--- src/rtl/mag_est_pkg.sv ---
// mag_est_pkg
// Shared definitions for the streaming magnitude estimator:
//   - mag_mode_e   : alpha-max/beta-min approximation select
//   - bin_width()  : number of bits needed to index N bins
//   - shift constants used by each approximation mode
package mag_est_pkg;

    typedef enum logic [1:0] {
        MODE_HALF    = 2'd0,   // big + small/2
        MODE_QUARTER = 2'd1,   // big + small/4
        MODE_FINE    = 2'd2,   // 15/16 big + 15/32 small
        MODE_MAX     = 2'd3    // big only (peak / debug)
    } mag_mode_e;

    // MODE_HALF: beta = 1/2
    localparam int HALF_SMALL_SHIFT    = 1;
    // MODE_QUARTER: beta = 1/4
    localparam int QUARTER_SMALL_SHIFT = 2;
    // MODE_FINE: alpha = 1 - 1/16, beta = 1/2 - 1/32
    localparam int FINE_BIG_SHIFT      = 4;
    localparam int FINE_SMALL_SHIFT_HI = 1;
    localparam int FINE_SMALL_SHIFT_LO = 5;

    function automatic int bin_width(input int n);
        return $clog2(n);
    endfunction

endpackage

--- src/rtl/mag_est_stream_if.sv ---
// mag_est_stream_if
// Bundles the input (bin) and output (magnitude) valid/ready streams of
// mag_est_stream.
//   slave  : the estimator's view (consumes bins, produces magnitudes)
//   master : the surrounding system's view (produces bins, consumes magnitudes)
// Signals:
//   in_valid/in_ready/in_sof/in_real/in_imag : bin input stream
//   out_valid/out_ready/out_mag/out_bin/out_last : magnitude output stream
interface mag_est_stream_if
    import mag_est_pkg::*;
#(
    parameter int WIDTH = 12,
    parameter int N     = 256
);
    localparam int BIN_W = bin_width(N);

    logic               in_valid;
    logic               in_ready;
    logic               in_sof;
    logic [WIDTH:0]     in_real;
    logic [WIDTH:0]     in_imag;

    logic               out_valid;
    logic               out_ready;
    logic [WIDTH+1:0]   out_mag;
    logic [BIN_W-1:0]   out_bin;
    logic               out_last;

    modport slave (
        input  in_valid, in_sof, in_real, in_imag, out_ready,
        output in_ready, out_valid, out_mag, out_bin, out_last
    );

    modport master (
        output in_valid, in_sof, in_real, in_imag, out_ready,
        input  in_ready, out_valid, out_mag, out_bin, out_last
    );

endinterface

--- src/rtl/mag_est_core.sv ---
// mag_est_core
// Purely combinational alpha-max/beta-min shift-add.
// Ports:
//   big_mag   in  WIDTH+1  larger absolute component
//   small_mag in  WIDTH+1  smaller absolute component
//   mode      in  mag_mode_e approximation select
//   mag       out WIDTH+2  unsigned magnitude estimate
// Every shifted term is truncated on its own before being combined; the
// WIDTH+2 result width holds the worst case (big + big/2) without overflow.
module mag_est_core
    import mag_est_pkg::*;
#(
    parameter int WIDTH = 12
) (
    input  logic [WIDTH:0]   big_mag,
    input  logic [WIDTH:0]   small_mag,
    input  mag_mode_e        mode,
    output logic [WIDTH+1:0] mag
);
    localparam int MW = WIDTH + 2;

    logic [MW-1:0] big_w;
    logic [MW-1:0] small_w;

    assign big_w   = MW'(big_mag);
    assign small_w = MW'(small_mag);

    always_comb begin
        mag = big_w;
        case (mode)
            MODE_HALF:    mag = big_w + (small_w >> HALF_SMALL_SHIFT);
            MODE_QUARTER: mag = big_w + (small_w >> QUARTER_SMALL_SHIFT);
            // Both differences are non-negative since x>>k <= x.
            MODE_FINE:    mag = (big_w - (big_w >> FINE_BIG_SHIFT))
                              + ((small_w >> FINE_SMALL_SHIFT_HI) - (small_w >> FINE_SMALL_SHIFT_LO));
            MODE_MAX:     mag = big_w;
            default:      mag = big_w;
        endcase
    end

endmodule

--- src/rtl/mag_est_stream.sv ---
// mag_est_stream
// Time-multiplexed complex magnitude estimator: one FFT bin per handshake,
// three register stages (abs / compare-select / shift-add), bin index and
// frame-boundary tracking, valid/ready flow control on both sides.
// Ports:
//   clk        in  sole clock
//   rst        in  synchronous active-high reset
//   mode       in  approximation select, sampled when bin 0 is accepted
//   bus        slave modport of mag_est_stream_if (input/output streams)
//   frame_err  out sticky frame-sync violation flag, cleared only by rst
module mag_est_stream
    import mag_est_pkg::*;
#(
    parameter int WIDTH = 12,
    parameter int N     = 256
) (
    input  logic                  clk,
    input  logic                  rst,
    input  logic [1:0]            mode,
    mag_est_stream_if.slave       bus,
    output logic                  frame_err
);
    localparam int BIN_W = bin_width(N);
    localparam logic [BIN_W-1:0] LAST_BIN = BIN_W'(N - 1);

    // ------------------------------------------------------------------
    // Handshake and per-stage load enables
    // ------------------------------------------------------------------
    logic en;
    logic accept;
    logic ld1, ld2, ld3;

    logic                 s1_valid;
    logic [WIDTH:0]       s1_abs_re;
    logic [WIDTH:0]       s1_abs_im;
    logic [BIN_W-1:0]     s1_bin;
    mag_mode_e            s1_mode;

    logic                 s2_valid;
    logic [WIDTH:0]       s2_big;
    logic [WIDTH:0]       s2_small;
    logic [BIN_W-1:0]     s2_bin;
    mag_mode_e            s2_mode;

    logic                 out_valid_reg;
    logic [WIDTH+1:0]     out_mag_reg;
    logic [BIN_W-1:0]     out_bin_reg;
    logic                 out_last_reg;

    assign en            = !out_valid_reg || bus.out_ready;
    assign bus.in_ready  = en && !rst;
    assign accept        = bus.in_valid && bus.in_ready;

    // An empty stage always loads so bubbles are squeezed out behind a stall.
    assign ld3 = en;
    assign ld2 = ld3 || !s2_valid;
    assign ld1 = ld2 || !s1_valid;

    // ------------------------------------------------------------------
    // Bin counter, frame check and mode latch
    // ------------------------------------------------------------------
    logic [BIN_W-1:0] cnt_reg, cnt_next;
    logic             first_reg, first_next;
    logic             err_reg, err_next;
    mag_mode_e        mode_reg, mode_next;
    logic [BIN_W-1:0] tag;
    mag_mode_e        bin_mode;

    always_comb begin
        cnt_next   = cnt_reg;
        first_next = first_reg;
        err_next   = err_reg;
        mode_next  = mode_reg;
        // sof forces bin 0 regardless of where the counter is.
        tag        = bus.in_sof ? '0 : cnt_reg;
        // Bin 0 uses the mode presented with it; later bins use the latch.
        bin_mode   = (tag == '0) ? mag_mode_e'(mode) : mode_reg;
        if (accept) begin
            cnt_next   = tag + BIN_W'(1);
            first_next = 1'b0;
            if (tag == '0) begin
                mode_next = mag_mode_e'(mode);
            end
            // Early sof: frame restarted before the counter wrapped.
            if (bus.in_sof && (cnt_reg != '0)) begin
                err_next = 1'b1;
            end
            // Missing sof at a frame boundary (the very first frame is exempt).
            if (!bus.in_sof && (cnt_reg == '0) && !first_reg) begin
                err_next = 1'b1;
            end
        end
    end

    always_ff @(posedge clk) begin
        if (rst) begin
            cnt_reg   <= '0;
            first_reg <= 1'b1;
            err_reg   <= 1'b0;
            mode_reg  <= MODE_HALF;
        end else begin
            cnt_reg   <= cnt_next;
            first_reg <= first_next;
            err_reg   <= err_next;
            mode_reg  <= mode_next;
        end
    end

    assign frame_err = err_reg;

    // ------------------------------------------------------------------
    // S1: absolute values, bin tag, frame mode
    // ------------------------------------------------------------------
    logic [WIDTH:0] comp_raw [2];
    logic [WIDTH:0] comp_abs [2];

    assign comp_raw[0] = bus.in_real;
    assign comp_raw[1] = bus.in_imag;

    // -2^WIDTH negates to 2^WIDTH, which is representable as unsigned WIDTH+1.
    for (genvar gi = 0; gi < 2; gi++) begin : g_abs
        assign comp_abs[gi] = comp_raw[gi][WIDTH] ? (~comp_raw[gi] + (WIDTH+1)'(1))
                                                  : comp_raw[gi];
    end

    always_ff @(posedge clk) begin
        if (rst) begin
            s1_valid  <= 1'b0;
            s1_abs_re <= '0;
            s1_abs_im <= '0;
            s1_bin    <= '0;
            s1_mode   <= MODE_HALF;
        end else if (ld1) begin
            s1_valid <= accept;
            if (accept) begin
                s1_abs_re <= comp_abs[0];
                s1_abs_im <= comp_abs[1];
                s1_bin    <= tag;
                s1_mode   <= bin_mode;
            end
        end
    end

    // ------------------------------------------------------------------
    // S2: compare and big/small select (tie goes to the real part)
    // ------------------------------------------------------------------
    logic re_ge_im;
    assign re_ge_im = (s1_abs_re >= s1_abs_im);

    always_ff @(posedge clk) begin
        if (rst) begin
            s2_valid <= 1'b0;
            s2_big   <= '0;
            s2_small <= '0;
            s2_bin   <= '0;
            s2_mode  <= MODE_HALF;
        end else if (ld2) begin
            s2_valid <= s1_valid;
            if (s1_valid) begin
                s2_big   <= re_ge_im ? s1_abs_re : s1_abs_im;
                s2_small <= re_ge_im ? s1_abs_im : s1_abs_re;
                s2_bin   <= s1_bin;
                s2_mode  <= s1_mode;
            end
        end
    end

    // ------------------------------------------------------------------
    // S3: shift-add and output registers
    // ------------------------------------------------------------------
    logic [WIDTH+1:0] core_mag;

    mag_est_core #(
        .WIDTH (WIDTH)
    ) u_core (
        .big_mag   (s2_big),
        .small_mag (s2_small),
        .mode      (s2_mode),
        .mag       (core_mag)
    );

    // Payload only changes when a valid result moves in, so it holds while
    // stalled and stays at its last value during idle cycles.
    always_ff @(posedge clk) begin
        if (rst) begin
            out_valid_reg <= 1'b0;
            out_mag_reg   <= '0;
            out_bin_reg   <= '0;
            out_last_reg  <= 1'b0;
        end else if (ld3) begin
            out_valid_reg <= s2_valid;
            if (s2_valid) begin
                out_mag_reg  <= core_mag;
                out_bin_reg  <= s2_bin;
                out_last_reg <= (s2_bin == LAST_BIN);
            end
        end
    end

    assign bus.out_valid = out_valid_reg;
    assign bus.out_mag   = out_mag_reg;
    assign bus.out_bin   = out_bin_reg;
    assign bus.out_last  = out_last_reg;

endmodule

--- src/flat_wrapper.sv ---
// flat-port wrapper written by rule: the top's interface ports become plain ports
module mag_est_stream_flat import mag_est_pkg::*;
#(
    parameter int WIDTH = 12,
    parameter int N     = 256
)
  (clk, rst, mode, frame_err, bus_in_valid, bus_in_sof, bus_in_real, bus_in_imag, bus_out_ready, bus_in_ready, bus_out_valid, bus_out_mag, bus_out_bin, bus_out_last);
  mag_est_stream_if #(.WIDTH(WIDTH), .N(N)) bus_i ();
  input  logic clk;
  input  logic rst;
  input  logic [1:0] mode;
  output logic frame_err;
  input wire logic [$bits(bus_i.in_valid)-1:0] bus_in_valid;
  input wire logic [$bits(bus_i.in_sof)-1:0] bus_in_sof;
  input wire logic [$bits(bus_i.in_real)-1:0] bus_in_real;
  input wire logic [$bits(bus_i.in_imag)-1:0] bus_in_imag;
  input wire logic [$bits(bus_i.out_ready)-1:0] bus_out_ready;
  output wire logic [$bits(bus_i.in_ready)-1:0] bus_in_ready;
  output wire logic [$bits(bus_i.out_valid)-1:0] bus_out_valid;
  output wire logic [$bits(bus_i.out_mag)-1:0] bus_out_mag;
  output wire logic [$bits(bus_i.out_bin)-1:0] bus_out_bin;
  output wire logic [$bits(bus_i.out_last)-1:0] bus_out_last;
  assign bus_i.in_valid = bus_in_valid;
  assign bus_i.in_sof = bus_in_sof;
  assign bus_i.in_real = bus_in_real;
  assign bus_i.in_imag = bus_in_imag;
  assign bus_i.out_ready = bus_out_ready;
  assign bus_in_ready = bus_i.in_ready;
  assign bus_out_valid = bus_i.out_valid;
  assign bus_out_mag = bus_i.out_mag;
  assign bus_out_bin = bus_i.out_bin;
  assign bus_out_last = bus_i.out_last;
  mag_est_stream #(.WIDTH(WIDTH), .N(N)) u_core (.clk(clk), .rst(rst), .mode(mode), .bus(bus_i), .frame_err(frame_err));
endmodule
--- config.mk ---
export PLATFORM = sky130hd
export DESIGN_NAME = mag_est_stream_flat
export DESIGN_NICKNAME = d
export VERILOG_FILES = /design/src/rtl/mag_est_pkg.sv /design/src/rtl/mag_est_stream_if.sv /design/src/rtl/mag_est_core.sv /design/src/rtl/mag_est_stream.sv /design/src/flat_wrapper.sv
export SDC_FILE = /design/constraint.sdc
export NUM_CORES = 1
export LEC_CHECK = 0
export CAP_MARGIN = 0
export CORE_ASPECT_RATIO = 1.75
export CORE_MARGIN = 1
export CORE_UTILIZATION = 25
export CTS_CLUSTER_DIAMETER = 40
export DETAILED_ROUTE_END_ITERATION = 16
export REMOVE_ABC_BUFFERS = 1
export SYNTH_ARGS = -nofsm -noshare
export SYNTH_HDL_FRONTEND = slang
export SYNTH_SLANG_ARGS = --single-unit
--- constraint.sdc ---
create_clock -name clk -period 5.5 [get_ports clk]
set_clock_uncertainty 0.2 [all_clocks]
set_input_delay 1.1 -clock clk [delete_from_list [all_inputs] [get_ports clk]]
set_output_delay 1.1 -clock clk [all_outputs]
set_load 0.1 [all_outputs]
==> metrics, run 1 <==
DR vias/cell=4.84; commonest non-fill, non-tap cells in the layout=116 x nand2_1, 109 x dfxtp_1, 103 x nor2_1; core area=0.0287 mm^2; Crit. path cell count=17; DRC Markers=0; Setup violations, final=0; final hold violations=0; maximum clock frequency=0.220 GHz; worst-skew pair later-pin latency=0.37 ns; crit-path max FO=5; Max-slew headroom=29.7%; Port Buffers=58; grt total ovfl=0; RSZ-0062 raised after global routing=no; Yosys reg bits=109; via count=6561; worst hold path type=flop to flop; largest net degree at the start of global routing=61; Tcrit/Tclk final=82.7%; CP required=5.58 ns; fin. max-slew vios=0; share of layout cells above drive strength 1=4.91%; initial core utilization=25.5%; crit path DAT=4.63 ns; PostCTS Resize Cnt=0; commonest non-fill, non-tap cell in the layout=nand2_1; Cell Pwr Density=300 mW/mm^2; vias in the first global route=6409; CP top delay family=compound AO/OA/AOI/OAI gates; hold_buf cts=0; syn avg cell area=7.70 um^2; Die W=131 um; Static Leak=3.06 nW; reg2reg path depth=17; Tot GR Track Use=12.7%; Post-Syn Area=0.00732 mm^2; initial antenna violation count=0; I/O pin count=59; postcts setup bufs=0; CTS sink cnt=109; Seq/Total Area, Yosys=29.8%; Mapped Cells=951; Internal=1.55 mW; Max-Cap Viols=0; DR WL/cell=13.8 um; die area=0.0300 mm^2; pin slew with the least headroom to its limit=1.05 ns; number of CTS-inserted buffers=9; status=completed; htree depth=3; number of antenna diodes=0; crit start category=flop; gpl congestion=0.847; WHS=0.251 ns; Critical Path End Type=flop; EDFF count, synth=0; Clock Power Share=25.3%; Clk pin slew, worst setup/hold paths=0.07 ns; Comb pwr share=41.0%; drt pass-1 iters=4; Area Growth Syn to Fin=15.8%; global-route wire length before repair=31.2 mm; Primary FF master, synth=dfxtp_1; Peak VDD IR=0.000136 V; root buf cell=clkbuf_16; Total Wirelength=18.7 mm; CP cell instances=ha_1 > inv_1 > fa_1 > a21o_1 > a21oi_1 > o21ai_0 > a21oi_1 > or2_2 > xnor2_1 > fa_1 > ha_1 > nand2_1 > o21ai_0 > a21oi_2 > a211oi_1 > mux2_2 > a311oi_1; First DRT Iteration DRCs=405; sequential share of power=33.7%; post-synthesis cell type count=62; CTS tree=yes; worst-case clock buffer depth=2; Setup Total Neg Slack=0 ns; post-route ant nets=0; worst path bufs/invs=1; fillers=3154; Die Y=228 um; yosys warns=0; Final nets=1073; HPWL Detailed=14.6 mm; max incr delay on CP=0.44 ns; switch share=38.9%; min cycle time layout=4.55 ns; FP Rows=82; kind of critical path=flop to flop; max FFs per register=14; share of synthesized registers carrying an async set or reset=0%; slowest CP cell=fa_1; sw power=0.992 mW; worst hold path cell count=2
## through the flow
stage	utilization, %	total power [mW]	cell area (um^2)	setup slack (ns)	instances
2_1_floorplan	-	1.66	7080	1.13	897
3_3_place_gp	28.5	1.90	8190	1.13	1341
3_5_place_dp	28.5	1.92	8190	0.999	1341
4_1_cts	29.5	2.57	8480	0.958	1356
5_1_grt	29.5	2.72	8480	0.636	1356
6_report	29.5	2.55	8480	0.951	1356
## layout make-up
class | instances | area [um^2] | share of cell area, %
clock buffers | 10 | 239 | 2.82
clock inverters | 5 | 45.0 | 0.531
inverters | 56 | 210 | 2.48
multi-input cells | 732 | 4690 | 55.4
flip-flops and latches | 109 | 2180 | 25.7
well taps | 378 | 473 | 5.58
repair buffers | 66 | 636 | 7.50
## worst paths after layout
kind | startpoint | to | slack, ns
worst max-delay path | u_core.s2_small[5]$_SDFFE_PP0P_ | u_core.bus.out_mag[11]$_SDFFE_PP0P_ | 0.95
worst min-delay path | u_core.s1_bin[6]$_SDFFE_PP0P_ | u_core.s2_bin[6]$_SDFFE_PP0P_ | 0.25
worst max register to register | u_core.s2_small[5]$_SDFFE_PP0P_ | u_core.bus.out_mag[11]$_SDFFE_PP0P_ | 0.95
worst min register to register | u_core.s1_bin[6]$_SDFFE_PP0P_ | u_core.s2_bin[6]$_SDFFE_PP0P_ | 0.25
## worst register-to-register path: stages, from the launching register on
cell and delay, ns:
dfxtp_1 0.42, ha_1 0.20, inv_1 0.05, fa_1 0.40, a21o_1 0.18, a21oi_1 0.26
o21ai_0 0.17, a21oi_1 0.20, or2_2 0.16, xnor2_1 0.13, fa_1 0.44, ha_1 0.37
nand2_1 0.13, o21ai_0 0.24, a21oi_2 0.08, a211oi_1 0.25, mux2_2 0.37, a311oi_1 0.21
## logic make-up (layout without fill, tap and decap cells)
group                    after synthesis  after routing  synth area share [%]
adder cells (fa/ha/maj)               66             66                  12.4
AO/OA/AOI/OAI                        270            270                  23.7
buffers and inverters                110            137                  6.14
XOR/XNOR                              42             42                  5.03
flip-flops                           109            109                  29.8
multiplexers                          15             15                  2.15
AND/OR/NAND/NOR                      339            339                  20.8
## power by group through the flow
stage	registers [mW]	clock network [mW]	logic [mW]
after global placement	0.876	0	1.02
after floorplan	0.902	0	0.753
final	0.859	0.644	1.04
after CTS	0.859	0.665	1.04
after detailed placement	0.877	0	1.04
after global routing	0.865	0.688	1.16
## cells in the mapped netlist (6+ instances only)
cell type	n	area, um^2
nand2_1	116	435
dfxtp_1	109	2180
nor2_1	104	390
a21oi_1	77	385
o21ai_0	71	355
inv_1	56	210
ha_1	55	688
nand3_1	40	200
clkbuf_1	36	135
a311oi_1	28	245
xnor2_1	25	219
nor3_1	21	105
a211oi_1	20	150
xor2_1	17	149
o211ai_1	13	97.6
a21o_1	11	82.6
fa_1	11	220
mux2i_1	9	90.1
nor2b_1	9	56.3
a31oi_1	8	50.1
buf_2	8	40.0
and3_1	7	43.8
nand2b_1	7	43.8
nand4_1	7	43.8
mux2_2	6	67.6
nand3b_1	6	45.0
## routing by layer
metal	routed length (um)	share of wire (%)	track usage, %	vias up
li1	-	-	-	3414
met5	0	0	0	-
met4	642	3.4	6.87	0
met3	355	1.9	1.35	35
met2	10200	55	25.1	104
met1	7520	40	12.9	3008
Power figures use the tool's default switching activity.
==> run 2: changes to the inputs <==
==> constraint.sdc (replaced) <==
create_clock -name clk -period 4.4 [get_ports clk]
set_clock_uncertainty 0.2 [all_clocks]
set_input_delay 0.88 -clock clk [delete_from_list [all_inputs] [get_ports clk]]
set_output_delay 0.88 -clock clk [all_outputs]
set_load 0.1 [all_outputs]
==> run 2 against run 1 <==
Net effect:
- hold slack improved by 0.0032 ns
- total power increased by 30%
- die area unchanged
- maximum frequency increased by 9.0%
- final cell count increased by 0.37%
- combinational power increased by 31%
- clock power increased by 35%
- final area increased by 1.2%
- sequential power increased by 25%
- critical path type unchanged
- critical endpoint unchanged
==> metrics, run 2 (same netlist as run 1, synthesis figures left out) <==
status=completed; I/O pin count=59 (unchanged); FP Rows=82 (unchanged); Tot GR Track Use=13.3% (+0.52 points); share of layout cells above drive strength 1=5.70% (+0.79 points); Internal=2.03 mW (+30%); drt pass-1 iters=5 (+1); Pwr Total=3.31 mW (+30%); max FFs per register=14 (unchanged); Max-slew headroom=28.8% (-0.89 points); Die W=131 um (unchanged); DR vias/cell=4.92 (+1.6%); initial antenna violation count=0 (unchanged); vias in the first global route=6595 (+2.9%); worst-case clock buffer depth=2 (unchanged); worst-skew pair later-pin latency=0.37 ns (about the same); Clk pin slew, worst setup/hold paths=0.08 ns (about the same); core area=0.0287 mm^2 (unchanged); worst r2r src=u_core.s2_small[1]$_SDFFE_PP0P_; Peak VDD IR=0.000177 V (+30%); Final nets=1077 (+0.37%); pin slew with the least headroom to its limit=1.06 ns (+0.0133 ns); commonest non-fill, non-tap cell in the layout=nand2_1; post-route ant nets=0 (unchanged); crit-path max FO=4 (-1); DRC Markers=0 (unchanged); Cell Pwr Density=385 mW/mm^2 (+28%); crit path DAT=4.26 ns (-0.37 ns); htree depth=3 (unchanged); DR WL/cell=14.3 um (+3.3%); Static Leak=3.10 nW (+1.4%); CTS tree=yes; Port Buffers=58 (unchanged); reg2reg path depth=18 (+1); CTS sink cnt=109 (unchanged); CP required=4.49 ns (-1.09 ns); HPWL Detailed=15.1 mm (+3.3%); Max-Cap Viols=0 (unchanged); grt total ovfl=0 (unchanged); Area Growth Syn to Fin=17.2%; kind of critical path=flop to flop; First DRT Iteration DRCs=396 (-2.2%); crit start category=flop; sw power=1.28 mW (+29%); CP Launch Point=u_core.s2_small[1]$_SDFFE_PP0P_; fin. max-slew vios=0 (unchanged); gpl congestion=0.852 (+0.64%); Comb pwr share=41.2% (+0.2 points); Setup violations, final=0 (unchanged); Setup Total Neg Slack=0 ns (unchanged); switch share=38.7% (-0.22 points); sequential share of power=32.5% (-1.2 points); Tcrit/Tclk final=94.8% (+12 points); Critical Path End Type=flop; root buf cell=clkbuf_16; number of CTS-inserted buffers=9 (unchanged); Total Wirelength=19.4 mm (+3.7%); number of antenna diodes=0 (unchanged); Clock Power Share=26.3% (+1.0 points); global-route wire length before repair=32.2 mm (+3.1%); Critical Path End=u_core.bus.out_mag[11]$_SDFFE_PP0P_; Die Y=228 um (unchanged); worst hold path type=flop to flop; flop2flop setup slack=0.23 ns (-0.72 ns); final hold violations=0 (unchanged); post-layout util=29.9% (+0.34 points); largest net degree at the start of global routing=112 (+84%); initial core utilization=25.5% (unchanged); via count=6690 (+2.0%); R2R Path End=u_core.bus.out_mag[11]$_SDFFE_PP0P_; min cycle time layout=4.17 ns (-0.377 ns); maximum clock frequency=0.240 GHz (+9.0%); die area=0.0300 mm^2 (unchanged); hold_buf cts=0 (unchanged); commonest non-fill, non-tap cells in the layout=116 x nand2_1, 109 x dfxtp_1, 104 x nor2_1
[run 2: critical path, cell delays in order, from the launching register on]
cell and delay (ns):
dfxtp_1 0.31, inv_1 0.07, ha_1 0.16, inv_1 0.05, fa_1 0.41, a21o_1 0.18, a21oi_1 0.17, o21ai_0 0.15
a21oi_1 0.18, or2_2 0.15, xnor2_1 0.14, fa_1 0.49, ha_4 0.31, nand2_1 0.11, nor2_1 0.15, a21oi_2 0.09
a211oi_2 0.21, mux2_2 0.35, a311oi_1 0.19
[run 2: worst min-delay path by stage]
stage,from,end,depth (start not counted)
6_report,u_core.s1_bin[7]$_SDFFE_PP0P_,u_core.s1_bin[7]$_SDFFE_PP0P_,2
5_1_grt,u_core.s1_bin[1]$_SDFFE_PP0P_,u_core.s2_bin[1]$_SDFFE_PP0P_,2
4_1_cts,u_core.s1_bin[3]$_SDFFE_PP0P_,u_core.s1_bin[3]$_SDFFE_PP0P_,2
3_5_place_dp,u_core.s1_bin[3]$_SDFFE_PP0P_,u_core.s2_bin[3]$_SDFFE_PP0P_,2
3_3_place_gp,u_core.s1_bin[6]$_SDFFE_PP0P_,u_core.s1_bin[6]$_SDFFE_PP0P_,2
2_1_floorplan,u_core.s1_bin[2]$_SDFFE_PP0P_,u_core.s1_bin[2]$_SDFFE_PP0P_,2
[run 2: layer usage]
metal  up-vias  global-route usage [%]  part of all wire [%]
li1       3423                       -                     -
met1      3103                    13.1                    38
met2       123                    26.3                    55
met3        41                    1.66                   2.3
met4         0                    7.23                   3.9
met5         -                       0                     0
[run 2: cell type report]
| cell class | instances | area, um^2 |
|---|---|---|
| Fill cell | 3161 | 20200 |
| Multi-Input combinational cell | 732 | 4720 |
| Sequential cell | 109 | 2180 |
| Timing Repair Buffer | 70 | 678 |
| Tap cell | 378 | 473 |
| Clock buffer | 10 | 229 |
| Inverter | 56 | 210 |
| Clock inverter | 6 | 81.3 |
[run 2: power groups by stage]
stage,sequential (mW),combinational (mW),clock [mW]
floorplan,1.13,0.941,0
CTS,1.07,1.31,0.895
finish,1.07,1.36,0.869
detailed placement,1.10,1.30,0
global route,1.08,1.52,0.923
global placement,1.10,1.29,0
[run 2: stage by stage]
step	cell area (um^2)	worst slack, ns	hold slack [ns]	cells
after floorplan	7080	0.230	0.226	897
after global placement	8230	0.200	0.239	1345
after detailed placement	8230	0.184	0.245	1345
after CTS	8540	0.133	0.256	1361
after global routing	8580	-0.0152	0.271	1361
final	8580	0.228	0.254	1361
[run 2: repair_timing]
action                     4_1_cts  5_1_grt
buffers inserted                 0        0
setup endpoints to repair        0        2
resized for setup                0        8
